[config.mk]
export PLATFORM = sky130hd
export DESIGN_NAME = ysyx_22050710_ifq_flat
export DESIGN_NICKNAME = d
export VERILOG_FILES = /design/src/rtl/ysyx_22050710_ifq_if.sv /design/src/rtl/ysyx_22050710_ifq.sv /design/src/flat_wrapper.sv
export SDC_FILE = /design/constraint.sdc
export NUM_CORES = 1
export LEC_CHECK = 0
export BUFFER_PORTS_ARGS = -buffer_cell sky130_fd_sc_hd__buf_2
export CAP_MARGIN = 5
export CORE_MARGIN = 3
export CORE_UTILIZATION = 49
export CTS_CLUSTER_SIZE = 10
export DETAILED_ROUTE_END_ITERATION = 10
export GPL_TIMING_DRIVEN = 0
export HOLD_SLACK_MARGIN = 0.15
export PLACE_DENSITY = 0.84
export SYNTH_ARGS = -nofsm -noshare
export SYNTH_HDL_FRONTEND = slang
export SYNTH_SLANG_ARGS = --single-unit
export TNS_END_PERCENT = 10
[constraint.sdc]
create_clock -name i_clk -period 1.64 [get_ports i_clk]
set_input_delay 0.246 -clock i_clk [delete_from_list [all_inputs] [get_ports i_clk]]
set_output_delay 0.246 -clock i_clk [all_outputs]
set_load 0.1 [all_outputs]
[src/rtl/ysyx_22050710_ifq_if.sv]
// rtl/ysyx_22050710_ifq_if.sv - fetch/decode handshake bundle for the two-entry instruction queue
// master: fetch/decode/redirect side driving the queue; slave: the queue itself.
interface ysyx_22050710_ifq_if #(
   parameter int INST_WIDTH = 32,
   parameter int DATA_WIDTH = 64
);
   logic                  i_if_valid;
   logic [DATA_WIDTH-1:0] i_if_pc;
   logic [INST_WIDTH-1:0] i_if_inst;
   logic                  o_if_ready;
   logic                  o_id_valid;
   logic [DATA_WIDTH-1:0] o_id_pc;
   logic [INST_WIDTH-1:0] o_id_inst;
   logic                  i_id_ready;
   logic                  i_flush;
   logic [1:0]            o_count;

   modport master (
      output i_if_valid, i_if_pc, i_if_inst, i_id_ready, i_flush,
      input  o_if_ready, o_id_valid, o_id_pc, o_id_inst, o_count
   );

   modport slave (
      input  i_if_valid, i_if_pc, i_if_inst, i_id_ready, i_flush,
      output o_if_ready, o_id_valid, o_id_pc, o_id_inst, o_count
   );
endinterface

[src/rtl/ysyx_22050710_ifq.sv]
// rtl/ysyx_22050710_ifq.sv - two-entry fetch-to-decode instruction queue with flush
// Optional YSYX_22050710_IFQ_BYPASS_EN: empty queue forwards fetch straight to decode.
module ysyx_22050710_ifq #(
   parameter int INST_WIDTH = 32,
   parameter int DATA_WIDTH = 64
) (
   input logic                     i_clk,
   input logic                     i_rst,
   ysyx_22050710_ifq_if.slave      q
);
   logic [DATA_WIDTH-1:0] pc_q   [2];
   logic [DATA_WIDTH-1:0] pc_d   [2];
   logic [INST_WIDTH-1:0] inst_q [2];
   logic [INST_WIDTH-1:0] inst_d [2];
   logic                  wp_q, wp_d;
   logic                  rp_q, rp_d;
   logic [1:0]            count_q, count_d;

   logic push;
   logic pop;
   logic pass;
   logic store;
   logic deq;
   logic bypass;

   // Ready depends only on registered occupancy so decode never reaches back into fetch.
   assign q.o_if_ready = (count_q != 2'd2);
   assign q.o_count    = count_q;

`ifdef YSYX_22050710_IFQ_BYPASS_EN
   assign bypass = (count_q == 2'd0) & q.i_if_valid & ~q.i_flush & ~i_rst;
`else
   assign bypass = 1'b0;
`endif

   always_comb begin
      q.o_id_valid = (count_q != 2'd0) | bypass;
      q.o_id_pc    = pc_q[rp_q];
      q.o_id_inst  = inst_q[rp_q];
      if (bypass) begin
         q.o_id_pc   = q.i_if_pc;
         q.o_id_inst = q.i_if_inst;
      end
   end

   assign push  = q.i_if_valid & q.o_if_ready & ~q.i_flush;
   assign pop   = q.o_id_valid & q.i_id_ready & ~q.i_flush;
   // A bypassed entry consumed in the same cycle never touches storage.
   assign pass  = bypass & q.i_id_ready;
   assign store = push & ~pass;
   assign deq   = pop & ~pass;

   always_comb begin
      pc_d    = pc_q;
      inst_d  = inst_q;
      wp_d    = wp_q;
      rp_d    = rp_q;
      count_d = count_q;
      if (q.i_flush) begin
         wp_d    = 1'b0;
         rp_d    = 1'b0;
         count_d = 2'd0;
      end else begin
         if (store) begin
            pc_d[wp_q]   = q.i_if_pc;
            inst_d[wp_q] = q.i_if_inst;
            wp_d         = ~wp_q;
         end
         if (deq) begin
            rp_d = ~rp_q;
         end
         unique case ({store, deq})
            2'b10:   count_d = count_q + 2'd1;
            2'b01:   count_d = count_q - 2'd1;
            default: count_d = count_q;
         endcase
      end
   end

   always_ff @(posedge i_clk) begin
      if (i_rst) begin
         pc_q[0]   <= '0;
         pc_q[1]   <= '0;
         inst_q[0] <= '0;
         inst_q[1] <= '0;
         wp_q      <= 1'b0;
         rp_q      <= 1'b0;
         count_q   <= 2'd0;
      end else begin
         pc_q[0]   <= pc_d[0];
         pc_q[1]   <= pc_d[1];
         inst_q[0] <= inst_d[0];
         inst_q[1] <= inst_d[1];
         wp_q      <= wp_d;
         rp_q      <= rp_d;
         count_q   <= count_d;
      end
   end
endmodule
[src/flat_wrapper.sv]
// flat-port wrapper written by rule: the top's interface ports become plain ports
module ysyx_22050710_ifq_flat 
#(
   parameter int INST_WIDTH = 32,
   parameter int DATA_WIDTH = 64
)
  (i_clk, i_rst, q_i_if_valid, q_i_if_pc, q_i_if_inst, q_i_id_ready, q_i_flush, q_o_if_ready, q_o_id_valid, q_o_id_pc, q_o_id_inst, q_o_count);
  ysyx_22050710_ifq_if #(.INST_WIDTH(INST_WIDTH), .DATA_WIDTH(DATA_WIDTH)) q_i ();
  input logic i_clk;
  input logic i_rst;
  input wire logic [$bits(q_i.i_if_valid)-1:0] q_i_if_valid;
  input wire logic [$bits(q_i.i_if_pc)-1:0] q_i_if_pc;
  input wire logic [$bits(q_i.i_if_inst)-1:0] q_i_if_inst;
  input wire logic [$bits(q_i.i_id_ready)-1:0] q_i_id_ready;
  input wire logic [$bits(q_i.i_flush)-1:0] q_i_flush;
  output wire logic [$bits(q_i.o_if_ready)-1:0] q_o_if_ready;
  output wire logic [$bits(q_i.o_id_valid)-1:0] q_o_id_valid;
  output wire logic [$bits(q_i.o_id_pc)-1:0] q_o_id_pc;
  output wire logic [$bits(q_i.o_id_inst)-1:0] q_o_id_inst;
  output wire logic [$bits(q_i.o_count)-1:0] q_o_count;
  assign q_i.i_if_valid = q_i_if_valid;
  assign q_i.i_if_pc = q_i_if_pc;
  assign q_i.i_if_inst = q_i_if_inst;
  assign q_i.i_id_ready = q_i_id_ready;
  assign q_i.i_flush = q_i_flush;
  assign q_o_if_ready = q_i.o_if_ready;
  assign q_o_id_valid = q_i.o_id_valid;
  assign q_o_id_pc = q_i.o_id_pc;
  assign q_o_id_inst = q_i.o_id_inst;
  assign q_o_count = q_i.o_count;
  ysyx_22050710_ifq #(.INST_WIDTH(INST_WIDTH), .DATA_WIDTH(DATA_WIDTH)) u_core (.i_clk(i_clk), .i_rst(i_rst), .q(q_i));
endmodule
==> impl_metrics.yaml, run 1 <==
flow_run:
  max_cap_viol_count: 0
timing:
  max_freq_mhz: 517
  drv_slew: 0
  fin_crit_sh: 1.18
  setup_viol: 96
  tightestPinTransition_ns: 0.676
  maxSlewHeadroom: 0.549
  post-route-min-period_ns: 1.94
  skew_ns: 0.00913
  rsz0062_at_grt: "true"
  setup_ws_ns: -0.296
  finalHoldViolations: 0
placement:
  pre_cts_ws_ns: -0.713
  hpwl_um: 15900
  gp_congestion: 0.773
  portBuffers: 199
global_route:
  grt.overflow.total: 0
  grtUsageTotal: 0.268
  grt_max_degree: 18
  antenna_found_initial: 0
  grt_pass1_wl_um: 43100
  first_global_vias: 8141
power:
  power.internal_w: 0.00822
  p_sw_frac: 0.306
  power.total_w: 0.0118
  seqPwrFrac: 0.423
  pwr-share-comb: 0.224
  power.leakage_nw: 5.88
  p_switching_w: 0.00362
  p_clk_frac: 0.353
  pwr_density_cell_nw_per_um2: 859
  ir_worst_vdd_mv: 0.707
route:
  wire_per_inst_um: 19.6
  vias_per_cell: 5.25
  drt_iter0_markers: 243
  drt_drc_violations_left: 0
  drt_first_pass_iters: 5
  drt_wl_total_um: 27900
  ant_nets: 0
  vias: 7477
cts:
  clk_pin_slew_worst_paths_ns: 0.07
  worstSkewPairLatency_ns: 0.43
  cts_tree: "built"
  clockBufferDepth: 2
  root_buffer: "clkbuf_16"
  cts_made_buffers: 17
  htree_num_levels: 4
  clkSinkCount: 196
floorplanning:
  initial_core_util: 0.505
  dieWidth_um: 143
  core_um2: 18100
  rows: 49
  ioPinCount: 201
  dieArea_um2: 20400
  die_h_um: 143
setup_path:
  cp_max_fo: 10
  worst-path-buf-inv: 3
  worstPathRequired_ns: 1.39
  path_cells: "clkbuf_16, buf_12, mux2_4, buf_12"
  slowest_stage: "dfxtp_4"
  arrival_ns: 1.69
  critPathTopFamily: "buffers and inverters"
  critical_path_class: "register to output pin"
  cp-end-kind: "output pin"
  start_kind: "register"
  max_stage_delay_ns: 0.40
  crit_top_cell: "buf_12"
  reg2reg_slack_ns: 0.01
finish:
  drive_above_1_share: 0.313
  final_common_cell: "nand2b_1"
  area_growth_pct: 50.3
  num_antenna_cells: 0
  final_cell_mix: "nand2b_1 (288), mux2i_1 (192), dfxtp_1 (192), buf_2 (104), dlygate4sd3_1 (97)"
  final_nets: 1284
synth:
  synth_area_um2: 9170
  ys_warn_count: 0
  syn_avg_cell_area_um2: 10.6
  ys_seq_area_frac: 0.428
  ys_ff_latch: 196
  synth_cells: 862
  synth_cell_type_count: 22
  synth_nets: 964
status:
  status: "finished with violations"
  violations: "setup timing"
min_path:
  hold_path.class: "input port to register"
[synthesized netlist by cell type]
cell type / number / share of area
xnor2_1: 1 / 0.00096
buf_2: 21 / 0.011
buf_1: 2 / 0.00082
inv_1: 3 / 0.0012
nor2b_1: 1 / 0.00068
or4_1: 2 / 0.0016
mux2i_1: 192 / 0.21
buf_6: 2 / 0.0025
buf_4: 1 / 0.00082
ha_1: 1 / 0.0014
a21oi_1: 2 / 0.0011
or3_1: 2 / 0.0014
nor4_1: 2 / 0.0014
or2_2: 2 / 0.0014
dfxtp_1: 196 / 0.43
clkbuf_1: 39 / 0.016
nor2_1: 3 / 0.0012
o21ai_0: 3 / 0.0016
nand2b_1: 288 / 0.20
nand3_1: 1 / 0.00055
xor2_1: 2 / 0.0019
mux2_2: 96 / 0.12
[per-stage QoR]
step / utilization / hold slack, ns / instances / TNS (ns) / area (um^2)
finish: 0.759 / 0.199 / 1424 / -24.28 / 13800
global route: 0.759 / 0.212 / 1424 / -28.64 / 13800
detailed placement: 0.585 / 0.459 / 1290 / -156.13 / 10600
floorplan: - / 0.408 / 862 / -3.36 / 9330
global placement: 0.585 / 0.455 / 1290 / -164.66 / 10600
CTS: 0.746 / 0.184 / 1422 / -24.83 / 13500
[layer usage]
layer | vias up | part of all wire | GRT usage
met5 | - | 0 | 0
met1 | 3648 | 0.40 | 0.306
met4 | 0 | 0.029 | 0.0835
met3 | 63 | 0.050 | 0.0676
li1 | 3517 | - | -
met2 | 249 | 0.53 | 0.488
[path summary, 6_finish.rpt]
| check | endpoint | cells after the start | start |
|---|---|---|---|
| setup reg to reg | u_core.inst_q[35] | 6 | u_core.q.o_count[1] |
| setup / recovery | q_o_id_inst[28] | 4 | u_core.rp_q |
| hold reg to reg | u_core.pc_q[59] | 2 | u_core.pc_q[59] |
| hold / removal | u_core.wp_q | 3 | q_i_flush |
[sequential cells by signal (all words and copies together) (netlist names)]
| name | count |
|---|---|
| u_core.wp_q | 1 |
| u_core.q.o_count | 2 |
| u_core.pc_q | 128 |
| u_core.rp_q | 1 |
| u_core.inst_q | 64 |
[timing repair]
action	in CTS	in global routing
hold buffers	97	0
pin swaps	0	1
cloned	2	1
setup endpoints to repair	293	218
hold endpoints to repair	190	0
gates resized for setup	361	60
buffers inserted	2	1
[tightest hold or removal path: stages]
cell	delay [ns]
buf_2	0.14
or2_2	0.16
a21oi_1	0.04
[final cells by class]
type	instances	area (um^2)
buffer	64	562
clock buffer	20	458
clock inverter	12	120
fill	1072	4370
inverter	3	11.3
multi-input combinational	598	5200
sequential	196	3940
tap	229	287
timing repair buffer	302	3210
[power groups by stage]
stage / sequential, W / combinational, W / clock (W)
finish: 0.00501 / 0.00266 / 0.00418
global route: 0.00502 / 0.00276 / 0.00441
CTS: 0.00500 / 0.00255 / 0.00418
detailed placement: 0.00510 / 0.00200 / 0
global placement: 0.00509 / 0.00199 / 0
floorplan: 0.00509 / 0.00160 / 0
[logic make-up after synthesis]
group	Yosys count	share of synthesized area
simple gates	301	0.205
mux	288	0.328
flops	196	0.428
buf+inv	68	0.0328
compound gates	5	0.00273
xor+xnor	3	0.00287
fa+ha+maj	1	0.00136
Power figures use the tool's default switching activity.
==> run 2, diff against run 1 <==
--- a/config.mk
+++ b/config.mk
@@ -7,13 +7,16 @@
 export LEC_CHECK = 0
 export BUFFER_PORTS_ARGS = -buffer_cell sky130_fd_sc_hd__buf_2
 export CAP_MARGIN = 5
+export CELL_PAD_IN_SITES_DETAIL_PLACEMENT = 1
+export CELL_PAD_IN_SITES_GLOBAL_PLACEMENT = 1
 export CORE_MARGIN = 3
-export CORE_UTILIZATION = 49
+export CORE_UTILIZATION = 30
 export CTS_CLUSTER_SIZE = 10
 export DETAILED_ROUTE_END_ITERATION = 10
+export GPL_ROUTABILITY_DRIVEN = 0
 export GPL_TIMING_DRIVEN = 0
 export HOLD_SLACK_MARGIN = 0.15
-export PLACE_DENSITY = 0.84
+export PLACE_DENSITY = 0.7
 export SYNTH_ARGS = -nofsm -noshare
 export SYNTH_HDL_FRONTEND = slang
 export SYNTH_SLANG_ARGS = --single-unit
==> impl_metrics.yaml, run 2 (synthesis gave the netlist of run 1 again) <==
status:
  status: "finished with violations"
  violations: "setup timing"
timing:
  hold_ws_ns: 0.216
  setup-tns-final_ns: -26.50
  max_freq_mhz: 510
  post-route-min-period_ns: 1.96
  tightestPinTransition_ns: 0.542
  drv_slew: 0
  skew_ns: 0.0126
  rsz0062_at_grt: "true"
  fin_crit_sh: 1.20
  setup_viol: 97
  finalHoldViolations: 0
  maxSlewHeadroom: 0.639
  setup_ws_ns: -0.320
cts:
  cts_tree: "built"
  clkSinkCount: 196
  clk_pin_slew_worst_paths_ns: 0.08
  cts_made_buffers: 17
  clockBufferDepth: 2
  htree_num_levels: 4
  worstSkewPairLatency_ns: 0.43
  root_buffer: "clkbuf_16"
global_route:
  grt_pass1_wl_um: 46100
  grtUsageTotal: 0.177
  grt_max_degree: 18
  grt.overflow.total: 0
  antenna_found_initial: 1
  first_global_vias: 8141
min_path:
  min_from: "q_i_flush"
  hold_end: "u_core.q.o_count[1]"
  hold_path.class: "input port to register"
  whs_path_depth: 3
power:
  power.leakage_nw: 5.86
  p_clk_frac: 0.372
  p_sw_frac: 0.303
  seqPwrFrac: 0.414
  pwr-share-comb: 0.214
  ir_worst_vdd_mv: 0.606
  power.internal_w: 0.00841
  p_switching_w: 0.00365
  pwr_density_cell_nw_per_um2: 875
floorplanning:
  dieArea_um2: 32700
  core_um2: 29900
  rows: 63
  dieWidth_um: 181
  die_h_um: 181
  initial_core_util: 0.307
  ioPinCount: 201
setup_path:
  cp_max_fo: 8
  critical_path_class: "register to output pin"
  slowest_stage: "dfxtp_4"
  crit_top_cell: "clkbuf_16"
  arrival_ns: 1.71
  start_kind: "register"
  timing.rr.end: "u_core.q.o_count[1]"
  r2r.worst_path.cells: 6
  path_cells: "clkbuf_16, clkbuf_16, mux2_4, buf_12"
  r2r_start: "u_core.q.o_count[1]"
  cp-end-kind: "output pin"
  worstPathRequired_ns: 1.39
  reg2reg_slack_ns: -0.01
  max_stage_delay_ns: 0.41
finish:
  final_cell_mix: "nand2b_1 (288), mux2i_1 (192), dfxtp_1 (192), buf_2 (101), dlygate4sd3_1 (97)"
  max_flop_register: "u_core.pc_q"
  regArea_um2: 3940
  multi_input_area_um2: 5130
  final_nets: 1285
  utilization: 0.462
  fill_cells: 3191
  area_growth_pct: 50.4
  final_common_cell: "nand2b_1"
  drive_above_1_share: 0.316
  largest_reg_flops: 128
route:
  drt_wl_total_um: 29300
  vias: 7176
  vias_per_cell: 4.52
  drt_first_pass_iters: 4
  ant_nets: 0
  wire_per_inst_um: 18.5
  drt_iter0_markers: 168
  drt_drc_violations_left: 0
placement:
  portBuffers: 199
  hpwl_um: 19000
flow_run:
  max_cap_viol_count: 0
[run 2: per-layer routing]
layer  up-vias  share of wire  track usage
met5         -              0            0
met4         0         0.0099       0.0347
met3        15          0.036       0.0395
met2       131           0.51        0.318
met1      3527           0.44        0.218
li1       3503              -            -
[run 2: power by group through the flow]
stage          Sequential [W]  Clock [W]  Combinational, W
2_1_floorplan         0.00509          0           0.00160
3_5_place_dp          0.00511          0           0.00206
3_3_place_gp          0.00510          0           0.00204
4_1_cts               0.00500    0.00462           0.00256
6_report              0.00500    0.00448           0.00259
5_1_grt               0.00502    0.00482           0.00271
[run 2: metrics by stage]
step | cell area (um^2) | worst slack, ns | power (W) | std cells
after CTS | 13600 | -0.357 | 0.0122 | 1581
after detailed placement | 10800 | -0.992 | 0.00716 | 1451
final | 13800 | -0.320 | 0.0121 | 1586
after global placement | 10800 | -0.981 | 0.00713 | 1451
after floorplan | 9330 | -0.112 | 0.00669 | 862
after global routing | 13800 | -0.388 | 0.0125 | 1586
[run 2: how the worst max path moves through the flow]
| stage | startpoint | end | slack [ns] |
|---|---|---|---|
| 6_report | u_core.rp_q | q_o_id_inst[30] | -0.32 |
| 3_5_place_dp | i_rst | u_core.inst_q[36] | -0.99 |
| 3_3_place_gp | i_rst | u_core.rp_q | -0.98 |
| 5_1_grt | u_core.rp_q | q_o_id_inst[30] | -0.39 |
| 2_1_floorplan | u_core.q.o_count[0] | u_core.q.o_count[1] | -0.11 |
| 4_1_cts | u_core.rp_q | q_o_id_pc[4] | -0.36 |
[run 2: worst max-delay path: cells and delay by family (launching register included)]
family                 cells  cell delay (ns)
buffers and inverters      3             0.55
DFF                        1             0.41
muxes                      1             0.31
[run 2: timing repair]
action | CTS | global route
endpoints found under the setup margin | 294 | 187
hold endpoints to repair | 191 | 0
setup buffers | 1 | 1
pin swaps | 1 | 0
cloned | 2 | 3
hold buffers | 97 | 0
resized for setup | 334 | 26
[run 2: layout make-up]
type | instances | share of cell area
repair buffers | 303 | 0.220
multi-input cells | 598 | 0.372
flip-flops and latches | 196 | 0.285
plain buffers | 64 | 0.0407
well taps | 390 | 0.0354
clock inverters | 10 | 0.00971
inverters | 3 | 0.000817
diodes | 1 | 0.000181
clock buffers | 21 | 0.0349
